<file path="src/rtl/reel_stop_sequencer.sv">
// -----------------------------------------------------------------------------
// reel_stop_sequencer
//
// Sequences one slot-machine spin. A START rising edge with credit available
// releases the three reel counters, the reels are then stopped one after the
// other on a fixed stagger, the three stopped digits are captured and the
// payout for the captured combination is reported.
//
// Optional feature (compile-time macro SKILL_STOP_EN):
//   defined   - a STOP_REQ rising edge ends the current SPIN/STAG1/STAG2 phase
//               in the cycle it is seen (one edge ends one phase).
//   undefined - STOP_REQ is ignored and every phase is purely timed.
//
// Ports:
//   i_clk                  system clock (single domain)
//   i_rst                  asynchronous active-high reset
//   i_start                spin request level; rising edge = request
//   i_credit_ok            credit counter is nonzero
//   i_stop_req             player stop button (SKILL_STOP_EN builds only)
//   i_reel1..i_reel3       current BCD digit of each reel
//   o_stop1..o_stop3       1 = reel frozen
//   o_debit                one-cycle pulse when a spin is accepted
//   o_busy                 high from SPIN through EVAL
//   o_done                 one-cycle pulse, o_payout valid
//   o_payout               award for the last spin
//   o_result               captured digits {reel1, reel2, reel3}
// -----------------------------------------------------------------------------
module reel_stop_sequencer #(
    parameter int SPIN_CYCLES    = 10000000,
    parameter int STAGGER_CYCLES = 5000000,
    parameter int CNT_W          = 24,
    parameter int PAYOUT_PAIR    = 2,
    parameter int PAYOUT_TRIPLE  = 10,
    parameter int PAYOUT_JACKPOT = 50
) (
    input  logic        i_clk,
    input  logic        i_rst,
    input  logic        i_start,
    input  logic        i_credit_ok,
    input  logic        i_stop_req,
    input  logic [3:0]  i_reel1,
    input  logic [3:0]  i_reel2,
    input  logic [3:0]  i_reel3,
    output logic        o_stop1,
    output logic        o_stop2,
    output logic        o_stop3,
    output logic        o_debit,
    output logic        o_busy,
    output logic        o_done,
    output logic [6:0]  o_payout,
    output logic [11:0] o_result
);

    typedef enum logic [2:0] {
        S_IDLE  = 3'd0,
        S_SPIN  = 3'd1,
        S_STAG1 = 3'd2,
        S_STAG2 = 3'd3,
        S_EVAL  = 3'd4
    } state_t;

    state_t            r_state;
    state_t            w_state_nxt;
    logic [CNT_W-1:0]  r_cnt;
    logic [CNT_W-1:0]  w_cnt_nxt;
    logic [2:0]        r_stop;          // {stop1, stop2, stop3}
    logic [2:0]        w_stop_nxt;
    logic              r_debit;
    logic              w_debit_nxt;
    logic              r_busy;
    logic              w_busy_nxt;
    logic              r_done;
    logic              w_done_nxt;
    logic [6:0]        r_payout;
    logic [6:0]        w_payout_nxt;
    logic [11:0]       r_result;
    logic [11:0]       w_result_nxt;

    // Previous START level; resets to 1 so a START held through reset release
    // does not look like a fresh request.
    logic              r_start_d;
    logic              w_start_rise;
    logic              w_skip;          // player-forced end of current phase
    logic              w_spin_tc;
    logic              w_stag_tc;

    assign w_start_rise = i_start & ~r_start_d;

`ifdef SKILL_STOP_EN
    logic r_stop_req_d;

    always_ff @(posedge i_clk or posedge i_rst) begin
        if (i_rst) begin
            r_stop_req_d <= 1'b1;
        end else begin
            r_stop_req_d <= i_stop_req;
        end
    end

    assign w_skip = i_stop_req & ~r_stop_req_d;
`else
    logic w_unused_stop_req;

    assign w_unused_stop_req = i_stop_req;
    assign w_skip            = 1'b0;
`endif

    assign w_spin_tc = (r_cnt == CNT_W'(SPIN_CYCLES - 1))    | w_skip;
    assign w_stag_tc = (r_cnt == CNT_W'(STAGGER_CYCLES - 1)) | w_skip;

    // Award for three captured digits. Only BCD digits (0..9) can take part
    // in a match, so an invalid pattern such as A-A-A pays nothing.
    function automatic logic [6:0] payout_calc(input logic [3:0] d1,
                                               input logic [3:0] d2,
                                               input logic [3:0] d3);
        logic v1, v2, v3;
        logic m12, m13, m23;
        v1  = (d1 <= 4'd9);
        v2  = (d2 <= 4'd9);
        v3  = (d3 <= 4'd9);
        m12 = v1 & v2 & (d1 == d2);
        m13 = v1 & v3 & (d1 == d3);
        m23 = v2 & v3 & (d2 == d3);
        if ((d1 == 4'd7) && (d2 == 4'd7) && (d3 == 4'd7)) begin
            payout_calc = 7'(PAYOUT_JACKPOT);
        end else if (m12 && m23) begin
            payout_calc = 7'(PAYOUT_TRIPLE);
        end else if (m12 || m13 || m23) begin
            payout_calc = 7'(PAYOUT_PAIR);
        end else begin
            payout_calc = 7'd0;
        end
    endfunction

    always_ff @(posedge i_clk or posedge i_rst) begin
        if (i_rst) begin
            r_state   <= S_IDLE;
            r_cnt     <= '0;
            r_stop    <= 3'b111;
            r_debit   <= 1'b0;
            r_busy    <= 1'b0;
            r_done    <= 1'b0;
            r_payout  <= 7'd0;
            r_result  <= 12'd0;
            r_start_d <= 1'b1;
        end else begin
            r_state   <= w_state_nxt;
            r_cnt     <= w_cnt_nxt;
            r_stop    <= w_stop_nxt;
            r_debit   <= w_debit_nxt;
            r_busy    <= w_busy_nxt;
            r_done    <= w_done_nxt;
            r_payout  <= w_payout_nxt;
            r_result  <= w_result_nxt;
            r_start_d <= i_start;   // tracks even while busy, so no retrigger
        end
    end

    always_comb begin
        w_state_nxt  = r_state;
        w_cnt_nxt    = r_cnt;
        w_stop_nxt   = r_stop;
        w_debit_nxt  = 1'b0;
        w_busy_nxt   = r_busy;
        w_done_nxt   = 1'b0;
        w_payout_nxt = r_payout;
        w_result_nxt = r_result;

        case (r_state)
            S_IDLE: begin
                w_cnt_nxt = '0;
                if (w_start_rise && i_credit_ok) begin
                    w_state_nxt  = S_SPIN;
                    w_stop_nxt   = 3'b000;
                    w_debit_nxt  = 1'b1;
                    w_busy_nxt   = 1'b1;
                    w_payout_nxt = 7'd0;
                end
            end
            S_SPIN: begin
                if (w_spin_tc) begin
                    w_result_nxt[11:8] = i_reel1;
                    w_stop_nxt[2]      = 1'b1;
                    w_cnt_nxt          = '0;
                    w_state_nxt        = S_STAG1;
                end else begin
                    w_cnt_nxt = r_cnt + 1'b1;
                end
            end
            S_STAG1: begin
                if (w_stag_tc) begin
                    w_result_nxt[7:4] = i_reel2;
                    w_stop_nxt[1]     = 1'b1;
                    w_cnt_nxt         = '0;
                    w_state_nxt       = S_STAG2;
                end else begin
                    w_cnt_nxt = r_cnt + 1'b1;
                end
            end
            S_STAG2: begin
                if (w_stag_tc) begin
                    w_result_nxt[3:0] = i_reel3;
                    w_stop_nxt[0]     = 1'b1;
                    w_cnt_nxt         = '0;
                    w_state_nxt       = S_EVAL;
                end else begin
                    w_cnt_nxt = r_cnt + 1'b1;
                end
            end
            S_EVAL: begin
                // r_result is complete here: reel 3 was captured on entry.
                w_payout_nxt = payout_calc(r_result[11:8], r_result[7:4], r_result[3:0]);
                w_done_nxt   = 1'b1;
                w_busy_nxt   = 1'b0;
                w_cnt_nxt    = '0;
                w_state_nxt  = S_IDLE;
            end
            default: begin
                w_state_nxt = S_IDLE;
                w_cnt_nxt   = '0;
            end
        endcase
    end

    assign o_stop1  = r_stop[2];
    assign o_stop2  = r_stop[1];
    assign o_stop3  = r_stop[0];
    assign o_debit  = r_debit;
    assign o_busy   = r_busy;
    assign o_done   = r_done;
    assign o_payout = r_payout;
    assign o_result = r_result;

endmodule

</file>
<file path="config.mk">
export PLATFORM = sky130hd
export DESIGN_NAME = reel_stop_sequencer
export DESIGN_NICKNAME = d
export VERILOG_FILES = /design/src/rtl/reel_stop_sequencer.sv
export SDC_FILE = /design/constraint.sdc
export NUM_CORES = 1
export LEC_CHECK = 0
export CAP_MARGIN = 30
export CORE_MARGIN = 2
export CORE_UTILIZATION = 53
export DETAILED_ROUTE_END_ITERATION = 6
export PLACE_DENSITY_LB_ADDON = 0.08
export SLEW_MARGIN = 0
export SYNTH_ARGS = -nofsm -noshare
export SYNTH_HDL_FRONTEND = slang
export SYNTH_SLANG_ARGS = --single-unit
export TNS_END_PERCENT = 10
</file>
<file path="constraint.sdc">
create_clock -name i_clk -period 3.4 [get_ports i_clk]
set_clock_uncertainty 0.2 [all_clocks]
set_input_delay 0.68 -clock i_clk [delete_from_list [all_inputs] [get_ports i_clk]]
set_output_delay 0.68 -clock i_clk [all_outputs]
set_load 0.01 [all_outputs]
</file>
==> metrics.md, run 1 <==
| Metric | Value |
|---|---|
| Final hold violations | `0` |
| CP Capture Point | `o_result[11]` |
| Die X | `74.3 um` |
| RSZ-0062 raised after global routing | `false` |
| Cell mode on critical path | `or4_4` |
| Num CTS Buffers | `5` |
| Worst-Margin Slew | `0.648 ns` |
| Final core utilization | `0.663` |
| R2R cell count | `4` |
| Final worst-path cycle share | `0.822` |
| Die height | `74.3 um` |
| CP Class | `flop to flop` |
| Crit path max fanout | `6` |
| I/O pin total | `42` |
| Antenna Nets Post-Route | `0` |
| Clock share of power | `0.403` |
| DRT Pass-1 Iters | `5` |
| Synth Flop Type | `dfrtp_1` |
| Vias/cell | `5.70` |
| Comb pwr share | `0.046` |
| Drt total wl | `5.64 mm` |
| FMAX | `358 MHz` |
| Max-Cap Viols | `0` |
| Post-DP HPWL | `4.06 mm` |
| Final RePlAce weighted congestion | `0.793` |
| Critical Path Start Type | `flop` |
| Commonest cells after routing, fill and taps aside | `dfrtp_1, clkdlybuf4s50_1, nand2_1, a21oi_1` |
| Reg power frac | `0.551` |
| Register area share after synthesis | `0.469` |
| CTS Hold Bufs | `0` |
| Post-synthesis cell area | `2620 sq um` |
| Commonest non-fill, non-tap cell in the layout | `dfrtp_1` |
| Crit path required time | `3.39 ns` |
| CP endpoint kind | `flop` |
| Tot GR Track Use | `0.221` |
| Netlist cell types | `47` |
| Initial Utilization | `0.552` |
| First-pass GRT wire length | `9.50 mm` |
| EDFF count, synth | `0` |
| CP bufs+invs | `0` |
| Worst vdd ir | `0.000193 V` |
| Pint | `0.854 mW` |
| Initial antenna violation count | `0` |
| Detailed Route Iter0 Violations | `134` |
| Clk sinks | `49` |
| Slew Viols, Final | `0` |
| Slowest stage delay, CP | `0.59 ns` |
| Site Rows | `25` |
| Worst Setup SP | `r_cnt[7]` |
| PD cells | `340 nW/um^2` |
| Final std cells w/o fill | `360` |
| Outcome | `completed` |
| Worst hold path stage count | `2` |
| DR DRC count | `0` |
| Core ar. | `4750 sq um` |
| H-tree levels | `2` |
| # port buffers | `37` |
| Slew headroom | `0.564` |
| FF-to-FF Start | `r_cnt[7]` |
| Worst R2R Setup Slack | `0.60 ns` |
| Slowest CP cell | `or4_1` |
| Arrival time at the worst endpoint | `2.78 ns` |
| CTS resizes | `0` |
| CTS Buffer Depth | `2` |
| CP Cell Sequence | `or4_4 -> or4_4 -> or4_1 -> mux2_4` |
| Die ar. | `5530 sq um` |
| Synth warnings | `0` |
| Synth async-reset ratio | `1.00` |
| CTS tree | `done` |
| Drt wl/cell | `15.7 um` |
| Setup violations, final | `0` |
| GR Overflow Total | `0` |
| Hold Path Class | `flop to flop` |
| Worst-Skew Late Latency | `0.30 ns` |
| Reg2reg end | `o_result[11]` |
| Sw Ratio | `0.205` |
| Mapped Cells | `259` |
| Largest net degree at the start of global routing | `50` |
| Via count | `2,053` |
| Synth Area per Inst | `10.1 sq um` |
| Post-CTS Setup Bufs | `0` |
| Diodes inserted | `0` |
| Psw | `0.220 mW` |
| # fillers | `413` |
| Min-delay src | `r_stop[1]` |
| CTS clk-pin slew, worst paths | `0.09 ns` |
| Root Driver | `clkbuf_8` |
| Seq cells post-synth | `49` |
| Layout cells sized above 1 | `0.119` |
| Number of global-route vias before repair | `1,947` |
| Fin crit period | `2.80 ns` |
| Dpl cells | `352` |
| Nets@finish | `310` |
| CP delay by family, top | `simple AND/OR/NAND/NOR gates` |
| Area Growth Syn to Fin | `20.3%` |
| WP depth | `4` |
| TNS Setup | `0 ns` |
| Leakage Power | `1.34 nW` |
-- stage by stage --
step	setup WS, ns	power (mW)	hold WS (ns)	area, sq um
after floorplan	0.784	0.625	0.254	2630
after global placement	0.616	0.652	0.247	3030
after detailed placement	0.602	0.653	0.251	3030
after CTS	0.591	1.09	0.265	3150
after global routing	0.423	1.12	0.297	3150
final	0.604	1.07	0.261	3150
-- cell usage after synthesis, types with 2 or more instances --
| master | number | share of area |
|---|---|---|
| dfrtp_1 | 45 | 0.43 |
| a31o_2 | 2 | 0.0067 |
| buf_4 | 4 | 0.011 |
| mux2i_1 | 2 | 0.0076 |
| a22oi_1 | 10 | 0.029 |
| nor2_1 | 9 | 0.013 |
| clkbuf_1 | 10 | 0.014 |
| o31ai_1 | 4 | 0.011 |
| buf_2 | 4 | 0.0076 |
| mux2_2 | 2 | 0.0086 |
| a211o_1 | 2 | 0.0067 |
| mux2_1 | 6 | 0.026 |
| nand2_1 | 14 | 0.020 |
| nand3_1 | 13 | 0.025 |
| a21oi_1 | 14 | 0.027 |
| mux2_4 | 4 | 0.023 |
| or2_2 | 2 | 0.0048 |
| nor3_1 | 7 | 0.013 |
| nand2b_1 | 3 | 0.0072 |
| o21ai_0 | 7 | 0.013 |
| or3b_2 | 3 | 0.010 |
| or4_1 | 13 | 0.037 |
| dfstp_2 | 4 | 0.040 |
| xnor2_1 | 11 | 0.037 |
| o21ai_1 | 2 | 0.0038 |
| nor4b_1 | 2 | 0.0067 |
| nand3b_1 | 2 | 0.0057 |
| inv_1 | 11 | 0.016 |
| nand4_1 | 12 | 0.029 |
| or3_1 | 4 | 0.0095 |
| or4_4 | 2 | 0.0086 |
| nor4_1 | 6 | 0.014 |
| xor2_1 | 9 | 0.030 |
-- power by group through the flow --
stage | logic, mW | registers (mW) | clock network [mW]
2_1_floorplan | 0.0219 | 0.604 | 0
3_3_place_gp | 0.0494 | 0.603 | 0
3_5_place_dp | 0.0498 | 0.603 | 0
4_1_cts | 0.0502 | 0.592 | 0.443
5_1_grt | 0.0547 | 0.593 | 0.475
6_report | 0.0489 | 0.592 | 0.433
-- registers in the layout (all words and copies together) (netlist names) --
signal,cells
r_stop,3
o_payout,3
o_done,1
r_state,3
r_start_d,1
r_cnt,24
o_debit,1
o_busy,1
o_result,12
-- kinds of logic after synthesis --
family | share of synthesized area
AOI/OAI and AO/OA | 0.117
DFF | 0.469
buffers and inverters | 0.0491
other | 0.00143
adders and majority gates | 0.00477
muxes | 0.0649
and+or+nand+nor | 0.226
xor gates and xnor gates | 0.0668
-- how the worst min path moves through the flow --
| stage | end | slack [ns] |
|---|---|---|
| 2_1_floorplan | r_cnt[6] | 0.25 |
| 3_3_place_gp | r_stop[1] | 0.25 |
| 3_5_place_dp | r_stop[1] | 0.25 |
| 4_1_cts | r_stop[1] | 0.27 |
| 5_1_grt | r_stop[2] | 0.30 |
| 6_report | r_stop[1] | 0.26 |
-- worst reg2reg max path, stage by stage (launching register included) --
cell and delay, ns:
dfrtp_1 0.44, or4_4 0.58, or4_4 0.53, or4_1 0.59
mux2_4 0.36
-- layer usage --
layer  share of wire  GRT usage  vias to the layer above
li1                -          -                     1012
met1            0.46      0.304                      987
met2            0.50      0.369                       48
met3           0.035     0.0407                        6
met4          0.0074     0.0516                        0
met5               0          0                        -
-- cell type report --
cell class,count,area (sq um),share of cell area
flip-flops and latches,49,1230,0.390
clock inverters,2,37.5,0.0119
repair buffers,42,408,0.129
clock buffers,6,82.6,0.0262
multi-input cells,183,1270,0.403
well taps,67,83.8,0.0266
inverters,11,41.3,0.0131
Power figures use the tool's default switching activity.
==> run 2, diff against run 1 <==
Clock period 3.4 ns to 2.6 ns, I/O delays scaled along.
==> run 2 against run 1 <==
  * Combinational power up 34%
  * Cell area up 5.4%
  * Cell count up 4.7%
  * Sequential cell count unchanged
  * Total power up 37%
  * Critical path type unchanged
  * Worst hold slack worse by 0.0017 ns
  * Count of clock-buffer cells in the layout down 1
  * Setup slack worse by 0.52 ns
  * Via count up 5.0%
  * Clock power up 45%
  * Wire length up 5.3%
  * First-iteration DRC count down 3.7%
==> metrics.md, run 2 (synthesis gave the netlist of run 1 again) <==
| Metric | Value |
|---|---|
| Outcome | `completed` |
| Comb pwr share | `0.045 (about the same)` |
| Cell mode on critical path | `or4_4` |
| Reg power frac | `0.527 (-0.024)` |
| Vias/cell | `5.72 (+0.28%)` |
| CTS Buffer Depth | `2 (unchanged)` |
| Max FFs per register | `24 (unchanged)` |
| Initial antenna violation count | `0 (unchanged)` |
| Hold Path Class | `flop to flop` |
| Worst-Skew Late Latency | `0.30 ns (about the same)` |
| FMAX | `397 MHz (+11%)` |
| Area Growth Syn to Fin | `26.7%` |
| H-tree levels | `2 (unchanged)` |
| CTS tree | `done` |
| Global route hottest layer | `met2` |
| Arrival time at the worst endpoint | `2.51 ns (-0.27 ns)` |
| CP Cell Sequence | `or4_4 -> or4_4 -> or4_4 -> mux2_4` |
| DRT Pass-1 Iters | `4 (-1)` |
| Die ar. | `5530 sq um (unchanged)` |
| Via count | `2,156 (+5.0%)` |
| Slew Viols, Final | `0 (unchanged)` |
| PD cells | `442 nW/um^2 (+30%)` |
| Pint | `1.19 mW (+39%)` |
| Power Total | `1.47 mW (+37%)` |
| M2 GR Usage | `0.407 (+0.0377)` |
| Post-CTS Setup Bufs | `0 (unchanged)` |
| CTS clk-pin slew, worst paths | `0.09 ns (about the same)` |
| Number of global-route vias before repair | `2,110 (+8.4%)` |
| GRT met1 Usage | `0.322 (+0.0185)` |
| Num CTS Buffers | `5 (unchanged)` |
| Core ar. | `4750 sq um (unchanged)` |
| Diodes inserted | `0 (unchanged)` |
| Pre-CTS worst setup slack | `0.0284 ns (-0.573 ns)` |
| Drt wl/cell | `15.8 um (+0.52%)` |
| Layout cells sized above 1 | `0.181 (+0.0612)` |
| # port buffers | `37 (unchanged)` |
| Commonest cells after routing, fill and taps aside | `dfrtp_1, clkdlybuf4s50_1, buf_4` |
| Sw Ratio | `0.193 (-0.0118)` |
| Die height | `74.3 um (unchanged)` |
| Initial Utilization | `0.552 (unchanged)` |
| Storage cell area | `1230 sq um (unchanged)` |
| Die X | `74.3 um (unchanged)` |
| Largest net degree at the start of global routing | `24 (-52%)` |
| Commonest non-fill, non-tap cell in the layout | `dfrtp_1` |
| Slowest CP cell | `or4_4` |
| Worst R2R Setup Slack | `0.08 ns (-0.52 ns)` |
| Most flops, register | `r_cnt` |
| Nets@finish | `327 (+5.5%)` |
| Dpl cells | `369 (+4.8%)` |
| Clock share of power | `0.429 (+0.026)` |
| Clk sinks | `49 (unchanged)` |
| Final RePlAce weighted congestion | `0.861 (+8.5%)` |
| Worst vdd ir | `0.000535 V (+180%)` |
| Slew headroom | `0.513 (-0.0513)` |
| Final worst-path cycle share | `0.968 (+0.146)` |
| Site Rows | `25 (unchanged)` |
| Crit path required time | `2.59 ns (-0.80 ns)` |
| Final Cell Area | `3320 sq um (+5.4%)` |
| Post-DP HPWL | `4.38 mm (+7.8%)` |
| Multi-input gate area | `1280 sq um (+1.2%)` |
| Psw | `0.284 mW (+29%)` |
| Slowest stage delay, CP | `0.56 ns (-0.03 ns)` |
| Final hold violations | `0 (unchanged)` |
| CP Class | `flop to flop` |
| Leakage Power | `1.45 nW (+7.6%)` |
| Critical Path Start Type | `flop` |
| I/O pin total | `42 (unchanged)` |
| Root Driver | `clkbuf_8` |
| CP endpoint kind | `flop` |
| Setup violations, final | `0 (unchanged)` |
| Placed cell area | `3180 sq um (+4.7%)` |
| Drt total wl | `5.94 mm (+5.3%)` |
| Tot GR Track Use | `0.244 (+0.0227)` |
| RSZ-0062 raised after global routing | `false` |
| Crit path max fanout | `6 (unchanged)` |
| GR Overflow Total | `0 (unchanged)` |
| Setup WS post-layout | `0.0827 ns (-0.521 ns)` |
| Final std cells w/o fill | `377 (+4.7%)` |
| Fin crit period | `2.52 ns (-0.279 ns)` |
| TNS Setup | `0 ns (unchanged)` |
| # fillers | `378 (-8.5%)` |
| Worst-Margin Slew | `0.725 ns (+0.0763 ns)` |
| Max-Cap Viols | `0 (unchanged)` |
| Antenna Nets Post-Route | `0 (unchanged)` |
| Met3 Use GR | `0.0488 (+0.00813)` |
| DR DRC count | `0 (unchanged)` |
| First-pass GRT wire length | `10.3 mm (+8.0%)` |
| Detailed Route Iter0 Violations | `129 (-3.7%)` |
run 2: cell count changes in the layout (fill, tap and decap cells not counted), sizes merged:
cell / change
buf: +17
bufinv: +1
clkbuf: -1
clkinv: +1
clkinvlp: -1
run 2: worst paths after layout:
check | to | cells after the start | start
setup reg to reg | o_result[8] | 4 | r_cnt[21]
max in group asynchronous | r_cnt[16] | 3 | i_rst
hold reg to reg | r_stop[1] | 2 | r_stop[1]
min in group asynchronous | o_done | 2 | i_rst
hold / removal | r_stop[1] | 2 | r_stop[1]
setup / recovery | o_result[8] | 4 | r_cnt[21]
run 2: stage by stage:
step            util  hold WS (ns)
2_1_floorplan      -         0.254
3_3_place_gp   0.668         0.249
3_5_place_dp   0.668         0.249
4_1_cts        0.697         0.264
5_1_grt        0.699         0.283
6_report       0.699         0.260
run 2: layout make-up:
class,instances,share of cell area
timing repair buffer,59,0.165
multi-input combinational,183,0.387
inverter,11,0.0124
tap,67,0.0252
clock buffer,5,0.0207
clock inverter,3,0.0196
sequential,49,0.370
run 2: power by group through the flow:
stage,logic [mW],registers (mW),clock network [mW]
floorplan,0.0286,0.789,0
global route,0.0736,0.775,0.677
CTS,0.0674,0.774,0.645
global placement,0.0656,0.789,0
finish,0.0657,0.774,0.630
detailed placement,0.0665,0.789,0
run 2: per-layer routing:
| layer | share of wire | vias up |
|---|---|---|
| li1 | - | 1045 |
| met1 | 0.43 | 1056 |
| met2 | 0.52 | 46 |
| met3 | 0.038 | 9 |
| met4 | 0.018 | 0 |
| met5 | 0 | - |
run 2: worst max-delay path: cells and delay by family, from the launching register on:
family	cells	cell delay [ns]
AND/OR/NAND/NOR	3	1.50
flip-flops	1	0.38
multiplexers	1	0.32
run 2: repair_timing:
item	CTS	global route
resized for setup	0	3
setup endpoints to repair	0	13
hold buffers	0	0
==> run 3, diff against run 2 <==
Settings changed: CAP_MARGIN 30 to 20, CELL_PAD_IN_SITES_DETAIL_PLACEMENT from default to 2, CELL_PAD_IN_SITES_GLOBAL_PLACEMENT from default to 2, CORE_UTILIZATION 53 to 34, SKIP_LAST_GASP from default to 1.
==> run 3 against run 2 <==
  * Total power shrank 5.5%
  * Cell count grew 12%
  * Utilization decreased by 25 points
  * Largest cell class unchanged
  * First-iteration DRC count down 72%
  * Sequential share of layout area shrank 0.92 points
  * Via count increased by 5.0%
==> metrics.md, run 3 (synthesis gave the netlist of run 1 again) <==
| Metric | Value |
|---|---|
| M2 GR Usage | `0.363 (-0.0434)` |
| FF-to-FF Start | `r_cnt[7]` |
| Worst-Skew Late Latency | `0.31 ns (about the same)` |
| # port buffers | `37 (unchanged)` |
| Max FFs per register | `24 (unchanged)` |
| Setup violations, final | `0 (unchanged)` |
| Dpl cells | `412 (+12%)` |
| CTS tree | `done` |
| Worst R2R Setup Slack | `0.07 ns (about the same)` |
| Min-delay src | `r_stop[1]` |
| Final std cells w/o fill | `421 (+12%)` |
| CP Class | `flop to flop` |
| Slowest CP cell | `or4_4` |
| Post-DP HPWL | `5.84 mm (+34%)` |
| GR Overflow Total | `0 (unchanged)` |
| Final worst-path cycle share | `0.973 (+0.00470)` |
| Slowest stage delay, CP | `0.55 ns (about the same)` |
| Critical Path Start Type | `flop` |
| FMAX | `395 MHz (-0.48%)` |
| DR DRC count | `0 (unchanged)` |
| Crit path max fanout | `6 (unchanged)` |
| Final hold violations | `0 (unchanged)` |
| I/O pin total | `42 (unchanged)` |
| Core ar. | `7610 sq um (+60%)` |
| Global route hottest layer | `met2` |
| Antenna Nets Post-Route | `0 (unchanged)` |
| CP endpoint kind | `flop` |
| Clk sinks | `49 (unchanged)` |
| Die height | `91.8 um (+24%)` |
| Outcome | `completed` |
| Area Growth Syn to Fin | `30.0%` |
| Hold Path Class | `flop to flop` |
| CTS clk-pin slew, worst paths | `0.09 ns (about the same)` |
| Initial Utilization | `0.345 (-0.207)` |
| Leakage Power | `1.48 nW (+2.6%)` |
| Most flops, register | `r_cnt` |
| Root Driver | `clkbuf_8` |
| Fin crit period | `2.53 ns (+0.0122 ns)` |
| Final RePlAce weighted congestion | `0.778 (-9.6%)` |
| Via count | `2,264 (+5.0%)` |
| Worst Setup SP | `r_cnt[7]` |
| Crit path required time | `2.60 ns (about the same)` |
| RSZ-0062 raised after global routing | `true` |
| Num CTS Buffers | `5 (unchanged)` |
| First-pass GRT wire length | `12.9 mm (+25%)` |
| Site Rows | `32 (+28%)` |
| PD cells | `408 nW/um^2 (-7.9%)` |
| Die ar. | `8430 sq um (+53%)` |
| Initial antenna violation count | `0 (unchanged)` |
| Met3 Use GR | `0.0337 (-0.0151)` |
| GRT met1 Usage | `0.226 (-0.0964)` |
| Layout cells sized above 1 | `0.197 (+0.0168)` |
| Arrival time at the worst endpoint | `2.53 ns (+0.02 ns)` |
| Vias/cell | `5.38 (-6.0%)` |
| Commonest non-fill, non-tap cell in the layout | `dfrtp_1` |
| Commonest cells after routing, fill and taps aside | `dfrtp_1, clkdlybuf4s50_1, buf_4` |
| Drt wl/cell | `18.4 um (+17%)` |
| Detailed Route Iter0 Violations | `36 (-72%)` |
| H-tree levels | `2 (unchanged)` |
| Slew Viols, Final | `0 (unchanged)` |
| Max-Cap Viols | `0 (unchanged)` |
| Largest net degree at the start of global routing | `31 (+29%)` |
| Die X | `91.8 um (+24%)` |
| Drt total wl | `7.73 mm (+30%)` |
| CP Cell Sequence | `or4_4 -> or4_4 -> or4_4 -> mux2_4` |
| Worst vdd ir | `0.000162 V (-70%)` |
| Diodes inserted | `0 (unchanged)` |
| Nets@finish | `336 (+2.8%)` |
| Cell mode on critical path | `or4_4` |
| CTS Buffer Depth | `2 (unchanged)` |
| Number of global-route vias before repair | `2,485 (+18%)` |
| Power Total | `1.39 mW (-5.5%)` |
| DRT Pass-1 Iters | `4 (unchanged)` |
| Tot GR Track Use | `0.193 (-0.0511)` |
-- run 3: cell count changes in the layout (fill, tap and decap cells not counted), sizes merged --
cell | previous run | this run
clkbuf | 5 | 6
bufinv | 2 | 1
buf | 22 | 31
-- run 3: timing repair --
action / in CTS / in global routing
resized for setup: 0 / 3
buffers inserted: 0 / 1
endpoints found under the setup margin: 0 / 12
endpoints found under the hold margin: 0 / 0
hold buffers: 0 / 0
-- run 3: power breakdown --
group	switching (mW)	leakage (nW)	internal (mW)
clock network	0.260	0.0552	0.286
logic	0.0304	0.807	0.0382
registers	0.00682	0.621	0.767
total	0.297	1.48	1.09
-- run 3: final cells by class --
class,instances,area [sq um]
clock buffers,6,72.6
clock inverters,2,35.0
fillers,824,4200
inverters,11,41.3
multi-input cells,183,1280
flip-flops and latches,49,1230
well taps,102,128
repair buffers,68,619
-- run 3: final timing paths --
kind / to / cells after the start
min in group asynchronous: r_state[0] / 2
max in group asynchronous: r_stop[0] / 3
min: r_stop[1] / 2
max: o_result[8] / 4
max reg2reg: o_result[8] / 4
min reg2reg: r_stop[1] / 2
-- run 3: critical path: cells and delay by family, from the launching register on --
kind             cells  cell delay, ns
DFF                  1            0.39
muxes                1            0.33
and+or+nand+nor      3            1.51
-- run 3: layer usage --
layer | wire length (um) | vias to the layer above
met5 | 0 | -
met4 | 69 | 0
li1 | - | 1063
met1 | 3230 | 1160
met3 | 243 | 5
met2 | 4190 | 36
-- run 3: per-stage QoR --
step	hold slack, ns	area (sq um)	util	worst slack, ns	TNS (ns)
floorplan	0.254	2640	-	0.0558	0
global placement	0.249	3280	0.431	0.0532	0
finish	0.262	3410	0.448	0.0705	0
CTS	0.266	3390	0.446	0.0166	0
detailed placement	0.251	3280	0.431	0.0179	0
global route	0.312	3410	0.448	-0.00877	-0.0175
==> RTL change 1 (settings of run 1) <==
Build with the macro `SKILL_STOP_EN` defined.
--- a/src/rtl/reel_stop_sequencer.sv
+++ b/src/rtl/reel_stop_sequencer.sv
@@ -26,4 +26,6 @@
 //   o_result               captured digits {reel1, reel2, reel3}
 // -----------------------------------------------------------------------------
+`define SKILL_STOP_EN
+
 module reel_stop_sequencer #(
     parameter int SPIN_CYCLES    = 10000000,
Check against the original RTL: not equivalent (Yosys sat finds a counterexample within 4 cycles, from zero or initial values and one cycle with i_rst high).
==> RTL change 1 against run 1 <==
- core utilization decreased by 0.28 points
- routed wire length decreased by 7.7%
- critical path depth rose by 1
- final area shrank 2.4%
- area after synthesis shrank 3.4%
- synthesized cell count shrank 7.3%
- setup slack gained 0.22 ns
- worst hold slack better by 0.0041 ns
- sequential cell count up 1
- non-clock buffer count down 1
- critical path type unchanged
- critical endpoint is now r_cnt[19]$_DFF_PP0_
Power is not compared: it rests on default switching activity, and its combinational part moved more than twofold at a synthesized area within 25%.
==> RTL change 1: results (changes against run 1) <==
- Outcome: finished, final reports clean
- Top post-synthesis cells by count: dfrtp_1, nor2_1, nand2_1
- CP Max Fanout: 24 (+18)
- Met1 WL: 2.51 mm (-2.7%)
- IO buf count: 38 (+2.7%)
- Share of cells above drive strength 1: 13.0% (+1.1 points)
- Nets: 302 (-2.6%)
- First-pass GRT wire length: 8.51 mm (-10%)
- Avg WL per Cell: 15.4 µm (-1.7%)
- Met3 Routed Length: 250 µm (+27%)
- DPL Wire Length: 3.78 mm (-6.9%)
- Crit-path slowest cell: a31oi_4
- Sequential share of the synthesized area: 49.6% (+2.7 points)
- GRT busiest layer: met1
- Synth Area per Inst: 10.6 µm² (+4.3%)
- Mux cell area share after synthesis: 6.72% (+0.23 points)
- Iteration-0 DRC count of the detailed router: 127 (-5.2%)
- Tcrit/Tclk final: 75.8% (-6.5 points)
- Complex-gate fraction of the synthesized area: 6.42% (-5.3 points)
- IR drop worst, VDD: 0.451 mV
- Post-DP Area: 2960 µm² (-2.4%)
- Via count: 1,885 (-8.2%)
- Slew of the pin with the lowest slew margin: 0.683 ns (+0.0352 ns)
- Vias in the first global route: 1,748 (-10%)
- Post-synth cell types: 49 (+4.3%)
- Placed instance count: 330 (-6.3%)
- WL met2: 2.41 mm (-15%)
- Global-route met1 utilization: 31.3% (+0.96 points)
- Iteration count of the initial detailed-routing pass: 4 (-1)
- Count of cells along the worst register-to-register path: 5 (+1)
- R2R Path End: r_cnt[19]$_DFF_PP0_
- Ranking of synthesized cells by area: dfrtp_1, nor2_1, dfstp_2, xor2_1, xnor2_1
- Worst r2r src: r_cnt[15]$_DFF_PP0_
- CP peak stage delay: 0.57 ns (-0.02 ns)
- Adder-Cell Fraction of Synth Area: 0.988% (+0.51 points)
- Synth Area in XOR/XNOR: 9.33% (+2.7 points)
- Routability Congestion: 0.851 (+7.3%)
- Final wirelength: 5.21 mm (-7.7%)
- M3 GR Usage: 4.14% (+0.079 points)
- Gr usage total: 20.7% (-1.4 points)
- Largest net degree at the start of global routing: 33 (-34%)
- CP arrival: 2.53 ns (-0.25 ns)
RTL change 1: cell type report:
cell class	instances	area, µm²	area share [%]
Timing Repair Buffer	41	403	13.1
Tap cell	54	67.6	2.19
Multi-Input combinational cell	179	1210	39.4
Sequential cell	50	1260	40.8
Clock inverter	1	30.0	0.975
Clock buffer	7	86.3	2.80
Inverter	6	22.5	0.731
RTL change 1: worst min path at each step:
stage	from	to	slack, ns
after floorplan	r_stop[1]$_DFFE_PP1P_	r_stop[1]$_DFFE_PP1P_	0.27
after global placement	r_stop[1]$_DFFE_PP1P_	r_stop[1]$_DFFE_PP1P_	0.25
after detailed placement	r_stop[1]$_DFFE_PP1P_	r_stop[1]$_DFFE_PP1P_	0.25
after CTS	r_stop[1]$_DFFE_PP1P_	r_stop[1]$_DFFE_PP1P_	0.27
after global routing	r_stop[1]$_DFFE_PP1P_	r_stop[1]$_DFFE_PP1P_	0.28
final	r_stop[1]$_DFFE_PP1P_	r_stop[1]$_DFFE_PP1P_	0.27
==> RTL change 2 (config.mk and constraints of run 1) <==
Made on the original files. `r_result` no longer has a reset.
--- a/src/rtl/reel_stop_sequencer.sv
+++ b/src/rtl/reel_stop_sequencer.sv
@@ -142,5 +142,4 @@
             r_done    <= 1'b0;
             r_payout  <= 7'd0;
-            r_result  <= 12'd0;
             r_start_d <= 1'b1;
         end else begin
@@ -152,7 +151,10 @@
             r_done    <= w_done_nxt;
             r_payout  <= w_payout_nxt;
-            r_result  <= w_result_nxt;
             r_start_d <= i_start;   // tracks even while busy, so no retrigger
         end
+    end
+
+    always_ff @(posedge i_clk) begin
+        r_result <= w_result_nxt;
     end
 
Function: no difference found for any inputs over 10 cycles, from zero or initial values and one cycle with i_rst high; that may be too few to reach the edited logic, so the function may still have changed.
==> RTL change 2 against run 1 <==
- setup slack better by 0.22 ns
- global-route usage is 1.2 points lower
- routed wire length is 9.7% lower
- area after synthesis is 4.6% lower
- sequential power is 2% higher
- die area is 4.3% lower
- total power is 9.7% lower
- synthesized cell count is 8.1% lower
- cell count is 8.6% lower
- non-clock buffer count is 2 lower
- final area is 4.6% lower
- sequential cell count stayed put
- maximum frequency is 8.3% higher
- critical endpoint is now r_cnt[1]$_DFF_PP0_
==> RTL change 2: results (changes against run 1) <==
- Inverters: 6 (-5)
- WL met2: 2.47 mm (-13%)
- Area of the multi-input gates: 1140 µm² (-11%)
- Post-synth EDFFs: 12 (+12)
- Slew of the pin with the lowest slew margin: 0.781 ns (+0.133 ns)
- First-pass GRT wire length: 8.55 mm (-10%)
- Synth async-reset ratio: 75.5% (-24 points)
- Synth Area per Inst: 10.5 µm² (+3.8%)
- CP Max Fanout: 17 (+11)
- Gr usage total: 20.9% (-1.2 points)
- Seq cells: 49 (unchanged)
- Non-clk buf share: 13.5% (+0.55 points)
- CP peak stage delay: 0.69 ns (+0.10 ns)
- R2R Path End: r_cnt[1]$_DFF_PP0_
- Top post-synthesis cells by count: dfrtp_1, nand2_1, a21oi_1
- Vias per cell: 5.99 (+5.1%)
- Largest net degree at the start of global routing: 38 (-24%)
- Ranking of synthesized cells by area: dfrtp_1, edfxtp_1, xnor2_1, dfstp_2, a21oi_1
- Met3 Routed Length: 257 µm (+30%)
- Met1 WL: 2.30 mm (-11%)
- Outcome: finished, final reports clean
- Avg WL per Cell: 15.5 µm (-1.2%)
- Reg-to-reg slack, setup: 0.82 ns (+0.22 ns)
- Vias in the first global route: 1,857 (-4.6%)
- DPL Wire Length: 3.67 mm (-9.5%)
- Mapped Area: 2500 µm² (-4.6%)
- Lkg Pwr: 0.00121 µW (-9.7%)
- Buffers excl. clock: 40 (-4.8%)
- Iteration-0 DRC count of the detailed router: 65 (-51%)
- Worst r2r src: r_cnt[0]$_DFF_PP0_
- IR drop worst, VDD: 0.195 mV (+0.98%)
- Sequential Area: 1290 µm² (+4.9%)
- Hold WS: 0.276 ns (+0.0142 ns)
- Cell Pwr Density: 322 nW/µm² (-5.3%)
- Largest register by flop count: r_cnt
- Sequential share of the synthesized area: 51.6% (+4.7 points)
- Nets: 294 (-5.2%)
- Crit-path slowest cell: or4_2
- Final wirelength: 5.09 mm (-9.7%)
- Count of cells along the worst register-to-register path: 6 (+2)
-- RTL change 2: report_power, final --
part / total [µW] / leakage, µW / internal, µW / switching, µW
sequential: 604 / 0.000576 / 603 / 0.370
combinational: 28.8 / 0.000600 / 15.9 / 12.9
clock: 337 / 0.0000374 / 145 / 192
total: 970 / 0.00121 / 764 / 206
-- RTL change 2: worst max path at each step --
stage / depth (start not counted) / startpoint / slack, ns / to
floorplan: 4 / r_cnt[0]$_DFF_PP0_ / 0.99 / o_result[10]$_DFFE_PP_
global placement: 6 / r_cnt[0]$_DFF_PP0_ / 0.84 / r_cnt[16]$_DFF_PP0_
detailed placement: 6 / r_cnt[0]$_DFF_PP0_ / 0.82 / r_cnt[1]$_DFF_PP0_
CTS: 6 / r_cnt[0]$_DFF_PP0_ / 0.81 / r_cnt[1]$_DFF_PP0_
global route: 6 / r_cnt[0]$_DFF_PP0_ / 0.64 / r_cnt[1]$_DFF_PP0_
finish: 6 / r_cnt[0]$_DFF_PP0_ / 0.82 / r_cnt[1]$_DFF_PP0_
-- RTL change 2: tightest hold or removal path, stage by stage (launching register included) --
cell,delay (ns)
dfstp_2,0.38
o41ai_1,0.06
nand2_1,0.05
-- RTL change 2: routing by layer --
metal / track usage [%] / up-vias
li1: - / 963
met1: 27.3 / 944
met5: 0 / -
met2: 34.4 / 56
met4: 8.02 / 0
met3: 4.28 / 8
-- RTL change 2: logic make-up after synthesis --
group	synth area share, %
flip-flops	51.6
XOR/XNOR	7.00
AND/OR/NAND/NOR	23.6
buffers and inverters	3.30
multiplexers	0.400
adder cells (fa/ha/maj)	0.500
AO/OA/AOI/OAI	13.4
other	0.150
